--- config.mk ---
export PLATFORM = sky130hd
export DESIGN_NAME = mips_mc_controller_flat
export DESIGN_NICKNAME = d
export VERILOG_FILES = /design/src/rtl/mips_mc_controller_if.sv /design/src/rtl/mips_mc_controller.sv /design/src/flat_wrapper.sv
export SDC_FILE = /design/constraint.sdc
export NUM_CORES = 1
export LEC_CHECK = 0
export BUFFER_PORTS_ARGS = -buffer_cell sky130_fd_sc_hd__buf_2
export CAP_MARGIN = 15
export CELL_PAD_IN_SITES_DETAIL_PLACEMENT = 2
export CELL_PAD_IN_SITES_GLOBAL_PLACEMENT = 2
export CORE_MARGIN = 5
export CORE_UTILIZATION = 30
export DETAILED_ROUTE_END_ITERATION = 8
export GPL_TIMING_DRIVEN = 0
export HOLD_SLACK_MARGIN = 0.06
export PLACE_DENSITY_LB_ADDON = 0.12
export SLEW_MARGIN = 20
export SYNTH_ARGS = -nofsm -noshare
export SYNTH_HDL_FRONTEND = slang
export SYNTH_SLANG_ARGS = --single-unit
--- constraint.sdc ---
create_clock -name clk -period 6.23 [get_ports clk]
set_input_delay 0.623 -clock clk [delete_from_list [all_inputs] [get_ports clk]]
set_output_delay 0.623 -clock clk [all_outputs]
set_load 0.02 [all_outputs]
--- src/rtl/mips_mc_controller_if.sv ---
// Bundles the controller's instruction-register, handshake and strobe signals.
//   master : controller side (consumes op/funct/cond/mem_ready, drives strobes)
//   slave  : datapath/memory side
// Optional macro ILLEGAL_TRAP_EN adds the 'illegal' status signal.
interface mips_mc_controller_if;
    logic [5:0] op;
    logic [5:0] funct;
    logic       cond;
    logic       mem_ready;
    logic       mem_req;
    logic       memwrite;
    logic       iord;
    logic       irwrite;
    logic       pcen;
    logic [1:0] pcsrc;
    logic       alusrca;
    logic [1:0] alusrcb;
    logic [2:0] alucont;
    logic       regwrite;
    logic       regdst;
    logic       memtoreg;
    logic       retire;
    logic       mem_err;
`ifdef ILLEGAL_TRAP_EN
    logic       illegal;
`endif

    modport master (
        input  op, funct, cond, mem_ready,
        output mem_req, memwrite, iord, irwrite, pcen, pcsrc, alusrca, alusrcb,
        output alucont, regwrite, regdst, memtoreg, retire, mem_err
`ifdef ILLEGAL_TRAP_EN
        , output illegal
`endif
    );

    modport slave (
        output op, funct, cond, mem_ready,
        input  mem_req, memwrite, iord, irwrite, pcen, pcsrc, alusrca, alusrcb,
        input  alucont, regwrite, regdst, memtoreg, retire, mem_err
`ifdef ILLEGAL_TRAP_EN
        , input illegal
`endif
    );
endinterface

--- src/rtl/mips_mc_controller.sv ---
// Multicycle MIPS main controller with ALU decoder.
// Sequences FETCH -> DECODE -> execute states, waiting on mem_ready in the
// memory states, and drives every datapath strobe plus the ALU control.
// Ports:
//   clk      : clock, rising edge
//   reset_n  : asynchronous active-low reset
//   bus      : mips_mc_controller_if.master (op, funct, cond, mem_ready in;
//              mem_req, memwrite, iord, irwrite, pcen, pcsrc, alusrca, alusrcb,
//              alucont, regwrite, regdst, memtoreg, retire, mem_err out)
// Parameter MEM_WAIT_MAX (1..255): wait cycles before sticky mem_err is raised.
// Macro ILLEGAL_TRAP_EN: illegal op/funct parks the FSM in HALT and drives
// bus.illegal; otherwise illegal instructions retire as a NOP.
module mips_mc_controller #(
    parameter int unsigned MEM_WAIT_MAX = 15
) (
    input  logic                 clk,
    input  logic                 reset_n,
    mips_mc_controller_if.master bus
);
    localparam int unsigned OP_W  = 6;
    localparam int unsigned CNT_W = 8;

    localparam logic [OP_W-1:0] OP_RTYPE = 6'b000000;
    localparam logic [OP_W-1:0] OP_LW    = 6'b100011;
    localparam logic [OP_W-1:0] OP_SW    = 6'b101011;
    localparam logic [OP_W-1:0] OP_BEQ   = 6'b000100;
    localparam logic [OP_W-1:0] OP_ADDI  = 6'b001000;
    localparam logic [OP_W-1:0] OP_J     = 6'b000010;

    localparam logic [OP_W-1:0] FN_ADD = 6'b100000;
    localparam logic [OP_W-1:0] FN_AND = 6'b100100;
    localparam logic [OP_W-1:0] FN_OR  = 6'b100101;
    localparam logic [OP_W-1:0] FN_SLT = 6'b101010;

    localparam logic [2:0] ALU_AND = 3'b000;
    localparam logic [2:0] ALU_OR  = 3'b001;
    localparam logic [2:0] ALU_ADD = 3'b010;
    localparam logic [2:0] ALU_EQ  = 3'b100;
    localparam logic [2:0] ALU_SLT = 3'b111;

    typedef enum logic [3:0] {
        S_FETCH,
        S_DECODE,
        S_MEMADR,
        S_MEMRD,
        S_MEMWB,
        S_MEMWR,
        S_RTYPEEX,
        S_RTYPEWB,
        S_BEQEX,
        S_ADDIEX,
        S_ADDIWB,
        S_JEX
`ifdef ILLEGAL_TRAP_EN
        , S_HALT
`endif
    } state_t;

    // Where an illegal instruction goes, and whether it counts as retired.
`ifdef ILLEGAL_TRAP_EN
    localparam state_t ILL_NEXT   = S_HALT;
    localparam logic   ILL_RETIRE = 1'b0;
`else
    localparam state_t ILL_NEXT   = S_FETCH;
    localparam logic   ILL_RETIRE = 1'b1;
`endif

    state_t           state_q, state_d;
    logic [CNT_W-1:0] wait_cnt_q, wait_cnt_d;
    logic             mem_err_q, mem_err_d;

    logic       mem_req_c, memwrite_c, iord_c, irwrite_c, pcen_c;
    logic [1:0] pcsrc_c, alusrcb_c;
    logic       alusrca_c;
    logic [2:0] alucont_c, funct_alu_c;
    logic       funct_ok_c;
    logic       regwrite_c, regdst_c, memtoreg_c, retire_c;
    logic       mem_wait_c;

    // State, wait counter and sticky error register.
    always_ff @(posedge clk or negedge reset_n) begin
        if (!reset_n) begin
            state_q    <= S_FETCH;
            wait_cnt_q <= '0;
            mem_err_q  <= 1'b0;
        end else begin
            state_q    <= state_d;
            wait_cnt_q <= wait_cnt_d;
            mem_err_q  <= mem_err_d;
        end
    end

    // ALU decoder for R-type funct; sub has no ALU encoding and is illegal.
    always_comb begin
        funct_ok_c  = 1'b1;
        funct_alu_c = ALU_ADD;
        case (bus.funct)
            FN_ADD:  funct_alu_c = ALU_ADD;
            FN_AND:  funct_alu_c = ALU_AND;
            FN_OR:   funct_alu_c = ALU_OR;
            FN_SLT:  funct_alu_c = ALU_SLT;
            default: funct_ok_c  = 1'b0;
        endcase
    end

    // Next-state and Moore output decode.
    always_comb begin
        state_d    = state_q;
        mem_req_c  = 1'b0;
        memwrite_c = 1'b0;
        iord_c     = 1'b0;
        irwrite_c  = 1'b0;
        pcen_c     = 1'b0;
        pcsrc_c    = 2'b00;
        alusrca_c  = 1'b0;
        alusrcb_c  = 2'b00;
        alucont_c  = ALU_ADD;
        regwrite_c = 1'b0;
        regdst_c   = 1'b0;
        memtoreg_c = 1'b0;
        retire_c   = 1'b0;
        case (state_q)
            S_FETCH: begin
                mem_req_c = 1'b1;
                alusrcb_c = 2'b01;
                if (bus.mem_ready) begin
                    irwrite_c = 1'b1;
                    pcen_c    = 1'b1;
                    state_d   = S_DECODE;
                end
            end
            S_DECODE: begin
                alusrcb_c = 2'b11;
                case (bus.op)
                    OP_LW, OP_SW: state_d = S_MEMADR;
                    OP_RTYPE:     state_d = S_RTYPEEX;
                    OP_BEQ:       state_d = S_BEQEX;
                    OP_ADDI:      state_d = S_ADDIEX;
                    OP_J:         state_d = S_JEX;
                    default: begin
                        state_d  = ILL_NEXT;
                        retire_c = ILL_RETIRE;
                    end
                endcase
            end
            S_MEMADR: begin
                alusrca_c = 1'b1;
                alusrcb_c = 2'b10;
                state_d   = (bus.op == OP_LW) ? S_MEMRD : S_MEMWR;
            end
            S_MEMRD: begin
                mem_req_c = 1'b1;
                iord_c    = 1'b1;
                if (bus.mem_ready) state_d = S_MEMWB;
            end
            S_MEMWB: begin
                regwrite_c = 1'b1;
                memtoreg_c = 1'b1;
                retire_c   = 1'b1;
                state_d    = S_FETCH;
            end
            S_MEMWR: begin
                mem_req_c  = 1'b1;
                memwrite_c = 1'b1;
                iord_c     = 1'b1;
                if (bus.mem_ready) begin
                    retire_c = 1'b1;
                    state_d  = S_FETCH;
                end
            end
            S_RTYPEEX: begin
                alusrca_c = 1'b1;
                if (funct_ok_c) begin
                    alucont_c = funct_alu_c;
                    state_d   = S_RTYPEWB;
                end else begin
                    state_d  = ILL_NEXT;
                    retire_c = ILL_RETIRE;
                end
            end
            S_RTYPEWB: begin
                regwrite_c = 1'b1;
                regdst_c   = 1'b1;
                retire_c   = 1'b1;
                state_d    = S_FETCH;
            end
            S_BEQEX: begin
                alusrca_c = 1'b1;
                alucont_c = ALU_EQ;
                pcsrc_c   = 2'b01;
                pcen_c    = bus.cond;
                retire_c  = 1'b1;
                state_d   = S_FETCH;
            end
            S_ADDIEX: begin
                alusrca_c = 1'b1;
                alusrcb_c = 2'b10;
                state_d   = S_ADDIWB;
            end
            S_ADDIWB: begin
                regwrite_c = 1'b1;
                retire_c   = 1'b1;
                state_d    = S_FETCH;
            end
            S_JEX: begin
                pcsrc_c  = 2'b10;
                pcen_c   = 1'b1;
                retire_c = 1'b1;
                state_d  = S_FETCH;
            end
`ifdef ILLEGAL_TRAP_EN
            S_HALT: state_d = S_HALT;
`endif
            default: state_d = S_FETCH;
        endcase
    end

    // Wait counter: counts consecutive unanswered memory cycles, zero elsewhere.
    always_comb begin
        mem_wait_c = (state_q == S_FETCH) || (state_q == S_MEMRD) || (state_q == S_MEMWR);
        wait_cnt_d = '0;
        if (mem_wait_c && !bus.mem_ready) begin
            wait_cnt_d = (wait_cnt_q == {CNT_W{1'b1}}) ? wait_cnt_q : wait_cnt_q + CNT_W'(1);
        end
        mem_err_d = mem_err_q || (wait_cnt_d >= CNT_W'(MEM_WAIT_MAX));
    end

    // Strobes are forced low while reset is held so no write leaks out.
    assign bus.mem_req  = mem_req_c  & reset_n;
    assign bus.memwrite = memwrite_c & reset_n;
    assign bus.irwrite  = irwrite_c  & reset_n;
    assign bus.pcen     = pcen_c     & reset_n;
    assign bus.regwrite = regwrite_c & reset_n;
    assign bus.retire   = retire_c   & reset_n;
    assign bus.iord     = iord_c;
    assign bus.pcsrc    = pcsrc_c;
    assign bus.alusrca  = alusrca_c;
    assign bus.alusrcb  = alusrcb_c;
    assign bus.alucont  = alucont_c;
    assign bus.regdst   = regdst_c;
    assign bus.memtoreg = memtoreg_c;
    assign bus.mem_err  = mem_err_q;
`ifdef ILLEGAL_TRAP_EN
    assign bus.illegal  = (state_q == S_HALT);
`endif
endmodule

--- src/flat_wrapper.sv ---
// flat-port wrapper written by rule: the top's interface ports become plain ports
module mips_mc_controller_flat 
#(
    parameter int unsigned MEM_WAIT_MAX = 15
)
  (clk, reset_n, bus_op, bus_funct, bus_cond, bus_mem_ready, bus_mem_req, bus_memwrite, bus_iord, bus_irwrite, bus_pcen, bus_pcsrc, bus_alusrca, bus_alusrcb, bus_alucont, bus_regwrite, bus_regdst, bus_memtoreg, bus_retire, bus_mem_err);
  mips_mc_controller_if bus_i ();
  input  logic clk;
  input  logic reset_n;
  input wire logic [$bits(bus_i.op)-1:0] bus_op;
  input wire logic [$bits(bus_i.funct)-1:0] bus_funct;
  input wire logic [$bits(bus_i.cond)-1:0] bus_cond;
  input wire logic [$bits(bus_i.mem_ready)-1:0] bus_mem_ready;
  output wire logic [$bits(bus_i.mem_req)-1:0] bus_mem_req;
  output wire logic [$bits(bus_i.memwrite)-1:0] bus_memwrite;
  output wire logic [$bits(bus_i.iord)-1:0] bus_iord;
  output wire logic [$bits(bus_i.irwrite)-1:0] bus_irwrite;
  output wire logic [$bits(bus_i.pcen)-1:0] bus_pcen;
  output wire logic [$bits(bus_i.pcsrc)-1:0] bus_pcsrc;
  output wire logic [$bits(bus_i.alusrca)-1:0] bus_alusrca;
  output wire logic [$bits(bus_i.alusrcb)-1:0] bus_alusrcb;
  output wire logic [$bits(bus_i.alucont)-1:0] bus_alucont;
  output wire logic [$bits(bus_i.regwrite)-1:0] bus_regwrite;
  output wire logic [$bits(bus_i.regdst)-1:0] bus_regdst;
  output wire logic [$bits(bus_i.memtoreg)-1:0] bus_memtoreg;
  output wire logic [$bits(bus_i.retire)-1:0] bus_retire;
  output wire logic [$bits(bus_i.mem_err)-1:0] bus_mem_err;
  assign bus_i.op = bus_op;
  assign bus_i.funct = bus_funct;
  assign bus_i.cond = bus_cond;
  assign bus_i.mem_ready = bus_mem_ready;
  assign bus_mem_req = bus_i.mem_req;
  assign bus_memwrite = bus_i.memwrite;
  assign bus_iord = bus_i.iord;
  assign bus_irwrite = bus_i.irwrite;
  assign bus_pcen = bus_i.pcen;
  assign bus_pcsrc = bus_i.pcsrc;
  assign bus_alusrca = bus_i.alusrca;
  assign bus_alusrcb = bus_i.alusrcb;
  assign bus_alucont = bus_i.alucont;
  assign bus_regwrite = bus_i.regwrite;
  assign bus_regdst = bus_i.regdst;
  assign bus_memtoreg = bus_i.memtoreg;
  assign bus_retire = bus_i.retire;
  assign bus_mem_err = bus_i.mem_err;
  mips_mc_controller #(.MEM_WAIT_MAX(MEM_WAIT_MAX)) u_core (.clk(clk), .reset_n(reset_n), .bus(bus_i));
endmodule
==> flow_summary.toml <==
[status]
status = "complete, no violations"

[placement]
place_area_um2 = 1310
dp_hpwl_um = 2940
port_buffers = 33
gp_congestion = 0.823
dp.cells = 220

[floorplan]
die_w_um = 70.3
ioPinCount = 34
rows = 21
die_h_um = 70.3
core_um2 = 3420
fp.dieArea_um2 = 4940
start_util_pct = 31.9

[clock_tree]
cts_root_buf = "clkbuf_4"
cts_buffer_depth = 2
postCtsSetupBuffers = 0
worstSkewPairLatency_ps = 280
cts_sinks = 13
htree_levels = 1
cts_tree = "yes"
clkTransAtPathRegs_ps = 80
cts_resized = 0
cts_made_buffers = 3
holdBufCountCts = 0

[global_routing]
grt_pass1_vias = 1297
grt_overflow = 0
grt_pass1_wl_um = 6280
grt_max_degree = 16
antenna_found_initial = 0
track_usage_pct = 15.4

[power_and_ir_drop]
power_leakage_nw = 0.621
peakVddDrop_mv = 0.104
power_density_nw_per_um2 = 247

[timing]
setup_viol_count_final = 0
max_freq_mhz = 372
relSlewSlack_pct = 66.1
final-hold-violation-count = 0
rsz0062_at_grt = "false"
tightest_slew_ps = 504
fin_tns_setup_ps = 0
fin_crit_ps = 2690
finalCritPeriodShare_pct = 43.2
skew_ps = 2.29
slew_viol_final = 0

[drt]
final_antenna_net_count = 0
routedWlPerCell_um = 16.4
dr.pass1.iters = 4
drt_iter0_drc = 26
vias = 1217
drc = 0
wl_um = 3680
via_per_inst = 5.43

[critical_path]
setup.worst_path.end_class = "output pin"
crit_fanout = 6
critPathLaunchType = "register"
path_class = "reg -> out"
cp.arrival_ps = 2070
required_ps = 5610

[layout]
layout_common_cells = "33 x buf_2, 17 x nor2_1, 16 x a21oi_1"
fin_area_um2 = 1340
nFillCells = 421
final_nets = 196
final_cells = 224
n_antenna_cell = 0
layout_commonest_cell = "buf_2"
drive_above_1_share_pct = 23.0
area_growth_pct = 22.8

[synthesis]
syn-cell-area_um2 = 1090
synth_edf_count = 0
ys.flop_type = "dfrtp_1"
ys_seq_area_share_pct = 29.9
syn_nets = 158
synth_cells = 141
syn_avg_cell_area_um2 = 7.73
synthArstFlopShare_pct = 100
synth_seq_cells = 13
yosys_warnings = 0
synth_cell_type_count = 43

[min_path]
min_path_type = "in -> async"

[run]
max_cap_viol_count = 0
==> stage by stage <==
step	setup WS, ps	hold slack (ps)	total power [W]	util (%)
floorplan	3710	327	0.000220	-
global placement	3620	550	0.000272	38.4
detailed placement	3630	557	0.000278	38.4
CTS	3510	246	0.000335	39.2
global route	3350	249	0.000357	39.2
finish	3540	234	0.000330	39.2
==> registers in the layout (all words and copies together), names as in the netlist <==
register            flops
u_core.bus.mem_err      1
u_core.wait_cnt_q       8
u_core.state_q          4
==> kinds of logic after synthesis <==
group                      share of synthesized area [%]
and+or+nand+nor                                     32.5
muxes                                               3.79
AOI/OAI and AO/OA                                   26.4
buffers and inverters                               3.10
adders and majority gates                           1.15
DFF                                                 29.9
xor gates and xnor gates                            3.22
==> layout make-up <==
class | count | area (um^2) | area share [%]
inverters | 5 | 18.8 | 1.40
flip-flops and latches | 13 | 325 | 24.3
multi-input cells | 119 | 731 | 54.6
well taps | 46 | 57.6 | 4.30
repair buffers | 33 | 165 | 12.3
clock buffers | 4 | 26.3 | 1.96
plain buffers | 4 | 15.0 | 1.12
==> worst paths after layout <==
| kind | from | to | slack [ps] | cells past startpoint |
|---|---|---|---|---|
| max | u_core.state_q[3] | bus_alucont[1] | 3540 | 5 |
| min | reset_n | u_core.bus.mem_err | 230 | 1 |
| max reg2reg | u_core.wait_cnt_q[0] | u_core.bus.mem_err | 3880 | 6 |
| min reg2reg | u_core.bus.mem_err | u_core.bus.mem_err | 600 | 2 |
| max in group asynchronous | reset_n | u_core.wait_cnt_q[1] | 5740 | 1 |
| min in group clk | u_core.bus.mem_err | u_core.bus.mem_err | 600 | 2 |
==> metal layers <==
layer / part of all wire, % / routed length, um / GRT usage (%) / up-vias
met5: 0 / 0 / 0 / -
met4: 0.24 / 9 / 2.55 / 0
met3: 4.9 / 181 / 3.73 / 2
met2: 46 / 1700 / 25.7 / 24
met1: 49 / 1790 / 20.4 / 592
li1: - / - / - / 599
==> worst max-delay path: stages, from the launching register on <==
cell and delay [ps]:
dfrtp_1 440, nand2b_1 260, or4b_1 600, a21oi_1 210, a21oi_1 90, buf_2 180
==> cell usage after synthesis (all sizes together) (2+ instances only) <==
master  count  area [um^2]
xor2        2         17.5
o21ai       7         35.0
nand4       2         12.5
clkbuf      4         15.0
a31oi       3         18.8
mux2i       3         30.0
nor2       17         63.8
inv         5         18.8
nand3       5         25.0
a21oi      16         80.1
or4         2         15.0
o21bai      4         30.0
xnor2       2         17.5
and3        2         12.5
a211oi      4         30.0
nor3        7         35.0
o211ai      2         28.8
nand2      10         37.5
nand2b      6         37.5
dfrtp      13          325
or3         6         37.5
==> power by group <==
group,internal (W),total (W),switching (W)
logic,0.0000600,0.000167,0.000107
registers,0.0000938,0.000109,0.0000151
clock network,0.0000249,0.0000546,0.0000297
total,0.000179,0.000330,0.000151
(Power assumes the default switching activity.)
